--- src/rtl/binop_seq_alu.sv ---
// Sequential binary-op ALU: single-cycle logic/compare/add ops, iterative shift-add MUL and restoring DIV/MOD.
// Define BINOP_SEQ_ALU_POW_EN to build the square-and-multiply POW engine (op 20); otherwise op 20 is illegal.
module binop_seq_alu #(
  parameter int WIDTH = 8
) (
  input  logic             clk,
  input  logic             rst_n,
  input  logic             in_valid,
  output logic             in_ready,
  input  logic [4:0]       op,
  input  logic [WIDTH-1:0] a,
  input  logic [WIDTH-1:0] b,
  output logic             out_valid,
  input  logic             out_ready,
  output logic [WIDTH-1:0] result,
  output logic             err
);

  localparam int             CW   = $clog2(WIDTH);
  localparam int             WP1  = WIDTH + 1;
  localparam logic [CW-1:0]  LAST = CW'(WIDTH - 1);
  localparam logic [WIDTH:0] WLIM = WP1'(WIDTH);

  localparam logic [4:0] OP_AND  = 5'd0,  OP_OR  = 5'd1,  OP_XOR  = 5'd2,  OP_XNOR = 5'd3;
  localparam logic [4:0] OP_SHL  = 5'd4,  OP_SHR = 5'd5,  OP_SSHR = 5'd6,  OP_LAND = 5'd7;
  localparam logic [4:0] OP_LOR  = 5'd8,  OP_EQ  = 5'd9,  OP_NE   = 5'd10, OP_LT   = 5'd11;
  localparam logic [4:0] OP_LE   = 5'd12, OP_GE  = 5'd13, OP_GT   = 5'd14, OP_ADD  = 5'd15;
  localparam logic [4:0] OP_SUB  = 5'd16, OP_MUL = 5'd17, OP_DIV  = 5'd18, OP_MOD  = 5'd19;
`ifdef BINOP_SEQ_ALU_POW_EN
  localparam logic [4:0] OP_POW  = 5'd20;
`endif

  typedef enum logic [2:0] {
    S_IDLE,
    S_MUL,
    S_DIV,
`ifdef BINOP_SEQ_ALU_POW_EN
    S_POW,
`endif
    S_DONE
  } state_t;

  // Returns {err, result} for every op that completes in one cycle; anything else is illegal.
  function automatic logic [WIDTH:0] single_op(input logic [4:0] o,
                                               input logic [WIDTH-1:0] x,
                                               input logic [WIDTH-1:0] y);
    logic [WIDTH-1:0]        r;
    logic signed [WIDTH-1:0] sx;
    logic                    e;
    logic                    big;
    r   = '0;
    e   = 1'b0;
    big = ({1'b0, y} >= WLIM);
    sx  = $signed(x) >>> y;
    case (o)
      OP_AND:  r = x & y;
      OP_OR:   r = x | y;
      OP_XOR:  r = x ^ y;
      OP_XNOR: r = ~(x ^ y);
      OP_SHL:  r = big ? '0 : (x << y);
      OP_SHR:  r = big ? '0 : (x >> y);
      OP_SSHR: r = big ? {WIDTH{x[WIDTH-1]}} : $unsigned(sx);
      OP_LAND: r = {{(WIDTH-1){1'b0}}, (x != '0) && (y != '0)};
      OP_LOR:  r = {{(WIDTH-1){1'b0}}, (x != '0) || (y != '0)};
      OP_EQ:   r = {{(WIDTH-1){1'b0}}, x == y};
      OP_NE:   r = {{(WIDTH-1){1'b0}}, x != y};
      OP_LT:   r = {{(WIDTH-1){1'b0}}, x <  y};
      OP_LE:   r = {{(WIDTH-1){1'b0}}, x <= y};
      OP_GE:   r = {{(WIDTH-1){1'b0}}, x >= y};
      OP_GT:   r = {{(WIDTH-1){1'b0}}, x >  y};
      OP_ADD:  r = x + y;
      OP_SUB:  r = x - y;
      default: e = 1'b1;
    endcase
    return {e, r};
  endfunction

  state_t           state_q, state_d;
  logic             go_q, go_d;
  logic [4:0]       op_q, op_d;
  logic [WIDTH-1:0] a_q, a_d, b_q, b_d;
  logic [WIDTH-1:0] mc_q, mc_d, mp_q, mp_d, pp_q, pp_d;
  logic [WIDTH-1:0] rem_q, rem_d, quo_q, quo_d;
  logic [CW-1:0]    cnt_q, cnt_d;
  logic [WIDTH-1:0] result_q, result_d;
  logic             err_q, err_d;

  logic [WIDTH-1:0] pp_nx;
  logic [WIDTH:0]   rem_sh, trial;
  logic [WIDTH-1:0] rem_nx, quo_nx;
  logic [WIDTH:0]   res1;
  logic             last;

  assign pp_nx  = pp_q + (mp_q[0] ? mc_q : '0);
  assign rem_sh = {rem_q, quo_q[WIDTH-1]};
  assign trial  = rem_sh - {1'b0, b_q};
  assign rem_nx = trial[WIDTH] ? rem_sh[WIDTH-1:0] : trial[WIDTH-1:0];
  assign quo_nx = {quo_q[WIDTH-2:0], ~trial[WIDTH]};
  assign res1   = single_op(op_q, a_q, b_q);
  assign last   = (cnt_q == LAST);

`ifdef BINOP_SEQ_ALU_POW_EN
  logic [WIDTH-1:0] pw_q, pw_d, pw_nx;
  logic [CW-1:0]    bit_q, bit_d;
  logic             sq_q, sq_d;
  assign pw_nx = b_q[bit_q] ? pp_nx : pw_q;
`endif

  always_comb begin
    state_d  = state_q;
    go_d     = go_q;
    op_d     = op_q;
    a_d      = a_q;
    b_d      = b_q;
    mc_d     = mc_q;
    mp_d     = mp_q;
    pp_d     = pp_q;
    rem_d    = rem_q;
    quo_d    = quo_q;
    cnt_d    = cnt_q;
    result_d = result_q;
    err_d    = err_q;
`ifdef BINOP_SEQ_ALU_POW_EN
    pw_d     = pw_q;
    bit_d    = bit_q;
    sq_d     = sq_q;
`endif
    in_ready  = (state_q == S_IDLE) && !go_q;
    out_valid = (state_q == S_DONE);
    case (state_q)
      S_IDLE: begin
        // go_q marks the dispatch cycle between acceptance and the first compute step.
        if (go_q) begin
          go_d  = 1'b0;
          cnt_d = '0;
          pp_d  = '0;
          case (op_q)
            OP_MUL: begin
              mc_d    = a_q;
              mp_d    = b_q;
              state_d = S_MUL;
            end
            OP_DIV, OP_MOD: begin
              rem_d   = '0;
              quo_d   = a_q;
              state_d = S_DIV;
            end
`ifdef BINOP_SEQ_ALU_POW_EN
            OP_POW: begin
              pw_d    = WIDTH'(1);
              mc_d    = WIDTH'(1);
              mp_d    = WIDTH'(1);
              bit_d   = LAST;
              sq_d    = 1'b1;
              state_d = S_POW;
            end
`endif
            default: begin
              result_d = res1[WIDTH-1:0];
              err_d    = res1[WIDTH];
              state_d  = S_DONE;
            end
          endcase
        end else if (in_valid) begin
          go_d = 1'b1;
          op_d = op;
          a_d  = a;
          b_d  = b;
        end
      end
      S_MUL: begin
        pp_d  = pp_nx;
        mc_d  = mc_q << 1;
        mp_d  = mp_q >> 1;
        cnt_d = cnt_q + CW'(1);
        if (last) begin
          result_d = pp_nx;
          err_d    = 1'b0;
          state_d  = S_DONE;
        end
      end
      S_DIV: begin
        rem_d = rem_nx;
        quo_d = quo_nx;
        cnt_d = cnt_q + CW'(1);
        if (last) begin
          state_d = S_DONE;
          if (b_q == '0) begin
            result_d = (op_q == OP_DIV) ? '1 : a_q;
            err_d    = 1'b1;
          end else begin
            result_d = (op_q == OP_DIV) ? quo_nx : rem_nx;
            err_d    = 1'b0;
          end
        end
      end
`ifdef BINOP_SEQ_ALU_POW_EN
      // Alternates a square phase and a multiply-by-a phase per exponent bit, MSB first.
      S_POW: begin
        pp_d  = pp_nx;
        mc_d  = mc_q << 1;
        mp_d  = mp_q >> 1;
        cnt_d = cnt_q + CW'(1);
        if (last) begin
          cnt_d = '0;
          pp_d  = '0;
          if (sq_q) begin
            pw_d = pp_nx;
            mc_d = a_q;
            mp_d = pp_nx;
            sq_d = 1'b0;
          end else begin
            pw_d = pw_nx;
            mc_d = pw_nx;
            mp_d = pw_nx;
            sq_d = 1'b1;
            if (bit_q == '0) begin
              result_d = pw_nx;
              err_d    = 1'b0;
              state_d  = S_DONE;
            end else begin
              bit_d = bit_q - CW'(1);
            end
          end
        end
      end
`endif
      S_DONE: begin
        if (out_ready) state_d = S_IDLE;
      end
      default: state_d = S_IDLE;
    endcase
  end

  always_ff @(posedge clk or negedge rst_n) begin
    if (!rst_n) begin
      state_q  <= S_IDLE;
      go_q     <= 1'b0;
      op_q     <= '0;
      a_q      <= '0;
      b_q      <= '0;
      mc_q     <= '0;
      mp_q     <= '0;
      pp_q     <= '0;
      rem_q    <= '0;
      quo_q    <= '0;
      cnt_q    <= '0;
      result_q <= '0;
      err_q    <= 1'b0;
`ifdef BINOP_SEQ_ALU_POW_EN
      pw_q     <= '0;
      bit_q    <= '0;
      sq_q     <= 1'b0;
`endif
    end else begin
      state_q  <= state_d;
      go_q     <= go_d;
      op_q     <= op_d;
      a_q      <= a_d;
      b_q      <= b_d;
      mc_q     <= mc_d;
      mp_q     <= mp_d;
      pp_q     <= pp_d;
      rem_q    <= rem_d;
      quo_q    <= quo_d;
      cnt_q    <= cnt_d;
      result_q <= result_d;
      err_q    <= err_d;
`ifdef BINOP_SEQ_ALU_POW_EN
      pw_q     <= pw_d;
      bit_q    <= bit_d;
      sq_q     <= sq_d;
`endif
    end
  end

  assign result = result_q;
  assign err    = err_q;

endmodule

--- config.mk ---
export PLATFORM = sky130hd
export DESIGN_NAME = binop_seq_alu
export DESIGN_NICKNAME = d
export VERILOG_FILES = /design/src/rtl/binop_seq_alu.sv
export SDC_FILE = /design/constraint.sdc
export NUM_CORES = 1
export LEC_CHECK = 0
export BUFFER_PORTS_ARGS = -buffer_cell sky130_fd_sc_hd__buf_2
export CAP_MARGIN = 15
export CORE_ASPECT_RATIO = 0.75
export CORE_UTILIZATION = 50
export CTS_CLUSTER_DIAMETER = 150
export CTS_CLUSTER_SIZE = 25
export DETAILED_ROUTE_END_ITERATION = 12
export PLACE_DENSITY = 0.65
export SYNTH_ARGS = -nofsm -noshare
export SYNTH_HDL_FRONTEND = slang
export SYNTH_SLANG_ARGS = --single-unit
--- constraint.sdc ---
create_clock -name clk -period 8.9 [get_ports clk]
set_input_delay 0.445 -clock clk [delete_from_list [all_inputs] [get_ports clk]]
set_output_delay 0.445 -clock clk [all_outputs]
set_load 0.05 [all_outputs]
==> Word level (Yosys, flattened, before mapping) <==
Index checks and enable logic that the tools add are counted.
{ "word_totals": {"inputBits": 25, "reg_bits": 77, "output_inout_bits": 11} }
{ "op_classes": {"addsub": 5, "reduce_logical": 24, "n_lt_le_gt_ge": 5, "n_bitwise": 6, "shifts": 3, "eq_ne": 33, "n_mux": 44} }
{ "ops": {"columns": ["operator", "count"], "rows": [
  ["two-way mux 8 bit", 21],
  ["one-hot mux 8 bit (17 select lines)", 1],
  ["one-hot mux 8 bit (2 select lines)", 5],
  ["equality test 5 x 4 -> 1 bit (second input constant)", 8],
  ["one-hot mux 8 bit (3 select lines)", 1],
  ["equality test 5 x 3 -> 1 bit (second input constant)", 4],
  ["equality test 5 bit (second input constant)", 4],
  ["OR reduction 17 bit", 1],
  ["adder 8 bit", 2],
  ["nonzero test 8 bit", 2],
  ["two-way mux 3 bit", 4],
  ["AND reduction 3 bit", 4],
  ["equality test 5 x 2 -> 1 bit (second input constant)", 2],
  ["one-hot mux 3 bit (3 select lines)", 1],
  ["subtractor 9 x 8 -> 9 bit", 1],
  ["AND 8 bit", 1],
  ["equality test 8 bit", 1],
  ["greater-or-equal comparator 8 x 4 -> 1 bit (second input constant)", 1],
  ["greater-or-equal comparator 8 bit", 1],
  ["> comparator 8 bit", 1],
  ["<= comparator 8 bit", 1],
  ["logical NOT 8 bit", 1],
  ["< comparator 8 bit", 1],
  ["two-way mux 1 bit", 8],
  ["other kinds (30)", 43]
]} }

==> Longest topological paths before layout <==
{ "depth": {"depth_word": 6, "ltp_mapped": 13, "ltp_nobuf": 12} }

==> Worst setup path before layout <==
No wires, ideal clock.
{ "synth_path": {"kind": "flip-flop to flip-flop", "startpoint": "reg b_q[1]", "endpoint": "reg result_q[5], in the netlist result[5]", "n_path_buf": 2, "slack_ns": 5.610, "period_less_slack_ns": 3.290, "t_arrival_ns": 3.149, "path_stages_with_launch": 13, "path_cell_list": "dfrtp_1 -> clkbuf_1 -> inv_2 -> fa_1 -> a21o_1 -> a22oi_1 -> a21oi_1 -> xnor2_1 -> clkbuf_1 -> mux2i_1 -> a31oi_1 -> o21ai_0 -> a31oi_1"} }
{ "synth_via": {"elab_chain_cells": 6} }
{ "synth_rtl": {"columns": ["element", "line_no", "rtl"], "rows": [
  ["start: declaration", "81", "logic [WIDTH-1:0] a_q, a_d, b_q, b_d;"],
  ["start signal: assignment", "241", "b_q <= '0;"],
  ["start signal: assignment", "260", "b_q <= b_d;"],
  ["greater-or-equal comparator 8 x 4 -> 1 bit, or another cell as far along", "53", "big = ({1'b0, y} >= WLIM);"],
  ["two-way mux 8 bit (on tied branches)", null, null],
  ["one-hot mux 8 bit (17 select lines) / two-way mux 8 bit (equally long branches)", "55, 192", null],
  ["two-way mux 8 bit (on tied branches)", "137, 188", null],
  ["two-way mux 8 bit (on tied branches)", "133, 186", null],
  ["one-hot mux 8 bit (3 select lines) (*)", "130", "case (state_q)"],
  ["end signal: assignment", "267", "result_q <= result_d;"],
  ["end: declaration", "85", "logic [WIDTH-1:0] result_q, result_d;"]
]} }
Mark *: on every way between the ends. The rest lies on a longest branch, timed or not. The select of a mux whose other input is x is not followed.
A chain may end at the register's enable or synchronous reset.

==> Worst setup path after layout <==
{ "layout_path": {"startpoint": "reg b_q[2]", "endpoint": "reg result_q[2], in the netlist result[2]"} }
{ "layout_via": {"elab_chain_cells": 6} }
{ "layout_rtl": {"columns": ["element", "line_no", "rtl"], "rows": [
  ["greater-or-equal comparator 8 x 4 -> 1 bit, or another cell as far along", "53", null],
  ["two-way mux 8 bit, or another cell as far along", "62", "OP_SSHR: r = big ? {WIDTH{x[WIDTH-1]}} : $unsigned(sx);"],
  ["one-hot mux 8 bit (17 select lines) / two-way mux 8 bit (equally long branches)", "55, 192", null],
  ["two-way mux 8 bit (on tied branches)", "137, 188", null],
  ["two-way mux 8 bit (on tied branches)", "133, 186", null],
  ["one-hot mux 8 bit (3 select lines) (*)", "130", null]
]} }
Marks and branches as above.

==> results.tsv <==
metric	value	unit
final-setup-viol-count	0	
cts_tree	yes	
ant_nets	0	
synthMuxAreaShare	0.113	
cp_max_fo	20	
htree_levels	3	
ys_seq_area_frac	0.303	
start_util	0.512	
r2r_slack	4.72	ns
cts_sinks	76	
hp-class	input port to register	
layout_commonest_cell	nand2_1	
yosysUniqueCellTypes	61	
grt_max_degree	69	
cp_top_family	compound AO/OA/AOI/OAI gates	
clkTransAtPathRegs	0.06	ns
gp_congestion	0.959	
regArea	1900	um2
fmax	0.239	GHz
antenna_found_initial	0	
dp_hpwl	14800	um
synth_compound_area_frac	0.215	
slew_viol_final	0	
fin_util	0.564	
dieHeight	99.0	um
synth_top_family_by_area	compound AO/OA/AOI/OAI gates	
fillCellCount	1127	
avgSynthCellArea	8.34	um2
cts-root-buf	clkbuf_16	
diodes	0	
min_from	op[4]	
fin_setup_tns	0	ns
via_count	5973	
seqPwrFrac	0.251	
critPathBufInv	2	
synth-edff-count	0	
cts_buffers	9	
cp.required	9.18	ns
worstPathCellList	clkinv_1, ha_1, a21o_1, a22oi_1, a21oi_1, xnor2_1, buf_4, mux2i_1, o211a_1, a2111oi_0, a211o_1	
synth_nets	826	
cts-resized-gates	0	
power_switching_share	0.521	
drive_above_1_share	0.130	
io-pin-count	36	
finalHoldViolCount	0	
synth_simple_gate_area_frac	0.184	
synth-xor-area-share	0.0321	
wirelength	20800	um
vdd_drop_max	305	uV
final_cell_mix	96 x nand2_1, 76 x dfrtp_1, 72 x o21ai_0, 49 x a21oi_1, 48 x nor2_1	
grt_overflow	0	
drc	0	
rr_startpoint	b_q[2]	
grt_pass1_vias	5705	
syn_inst	752	
synth_fa_ha_area_frac	0.103	
insertion_delay	0.34	ns
dieWidth	131	um
p_per_area	454	nW/um2
area_growth	10.2	%
crit_path_start_kind	register	
cp_slowest_cell	dfrtp_1	
core-area	12300	um2
tightest_slew	1.10	ns
p_sw	1640	uW
rsz0062_at_grt	no	
synth_ff_type	dfrtp_1	
grt_pass1_wl	32400	um
max_stage_delay	0.82	ns
drt_iter0_drc	545	
ctsLongestPathBuffers	2	
track_usage	0.329	
crit_start	b_q[2]	
finalClockSkew	0.00708	ns
drt_first_pass_iters	5	
synth_seq_cells	76	
crit_arrival	4.46	ns
cts_setup_buffers	0	
criticalPathCategory	register to register	
yosys_warnings	0	
pwr-share-clk	0.137	
status	finished, final reports clean	
wl_per_cell	22.2	um
finalCritPeriodShare	0.470	
portBuffers	35	
period_needed	4.18	ns
fin_nets	837	
combPwrFrac	0.612	
p_leak	0.00303	uW
drt-vias-per-instance	6.40	
rows	35	
async_reset_ff_frac	1.00	
place_area	6560	um2
endpoint_kind	register	
design_area	6910	um2
p_int	1500	uW
cap_violations	0	
die-area	13000	um2
multiInputGateArea	4050	um2
slew_headroom	0.267	
syn_area	6270	um2
==> layer usage <==
layer / vias to the layer above / wire length (um) / GRT usage
li1: 2739 / - / -
met1: 2911 / 9520 / 0.465
met2: 280 / 9020 / 0.497
met3: 43 / 1640 / 0.0710
met4: 0 / 586 / 0.116
met5: - / 0 / 0
==> cells by family (layout without fill, tap and decap cells) <==
logic type | count (synthesis) | in the layout
AO/OA/AOI/OAI | 215 | 215
XOR/XNOR | 23 | 23
adder cells (fa/ha/maj) | 49 | 49
buffers and inverters | 82 | 98
flip-flops | 76 | 76
multiplexers | 63 | 63
AND/OR/NAND/NOR | 244 | 244
==> timing repair <==
| item | CTS | global route |
|---|---|---|
| endpoints found under the hold margin | 8 | 0 |
| setup endpoints to repair | 0 | 0 |
| hold buffers | 1 | 0 |
==> synthesized netlist by cell type, drive strengths merged (8+ instances only) <==
| library cell | count | area (um2) |
|---|---|---|
| nand2 | 96 | 360 |
| dfrtp | 76 | 1900 |
| o21ai | 72 | 360 |
| a21oi | 49 | 245 |
| nor2 | 48 | 180 |
| ha | 45 | 563 |
| clkbuf | 38 | 143 |
| mux2i | 35 | 350 |
| inv | 34 | 128 |
| mux2 | 24 | 270 |
| nand3 | 20 | 100 |
| nor3 | 20 | 100 |
| o211ai | 14 | 105 |
| xor2 | 12 | 105 |
| a31oi | 11 | 68.8 |
| xnor2 | 11 | 96.3 |
| and2 | 9 | 56.3 |
| buf | 9 | 43.8 |
| nor4 | 9 | 71.3 |
| a22oi | 8 | 60.1 |
==> worst reg2reg max path: stages (launching register included) <==
cell       delay (ns)
dfrtp_1          0.82
clkinv_1         0.57
ha_1             0.50
a21o_1           0.21
a22oi_1          0.21
a21oi_1          0.12
xnor2_1          0.47
buf_4            0.29
mux2i_1          0.12
o211a_1          0.23
a2111oi_0        0.42
a211o_1          0.16
==> power groups by stage <==
| stage | sequential, uW | combinational (uW) | clock [uW] |
|---|---|---|---|
| floorplan | 681 | 1430 | 0 |
| global placement | 780 | 1850 | 0 |
| detailed placement | 785 | 1870 | 0 |
| CTS | 780 | 1880 | 436 |
| global route | 809 | 2100 | 449 |
| finish | 788 | 1920 | 429 |
==> stage by stage <==
step / worst slack (ns) / total power [uW] / std cells / hold WS (ns)
floorplan: 5.61 / 2110 / 752 / 0.149
global placement: 5.00 / 2630 / 917 / 0.266
detailed placement: 4.85 / 2650 / 917 / 0.270
CTS: 4.80 / 3100 / 934 / 0.326
global route: 4.50 / 3360 / 934 / 0.333
finish: 4.72 / 3140 / 934 / 0.335
==> registers in the layout, summed over array words and instances, names as in the netlist <==
register,count
err,1
state_q,2
a_q,8
result,8
cnt_q,3
rem_q,8
op_q,5
pp_q,8
mc_q,8
mp_q,8
quo_q,8
go_q,1
b_q,8
==> final timing paths <==
check | to | depth (start not counted)
min in group asynchronous | a_q[4] | 2
worst max register to register | result[2] | 11
worst min-delay path | op_q[4] | 2
worst max-delay path | result[2] | 11
worst min register to register | mp_q[7] | 2
max in group asynchronous | rem_q[1] | 3
==> final cells by class <==
class	instances	area share
clock buffers	9	0.0326
inverters	35	0.0190
repair buffers	47	0.0391
clock inverters	7	0.0177
multi-input cells	594	0.586
well taps	166	0.0300
flip-flops and latches	76	0.275
Power figures use the tool's default switching activity.
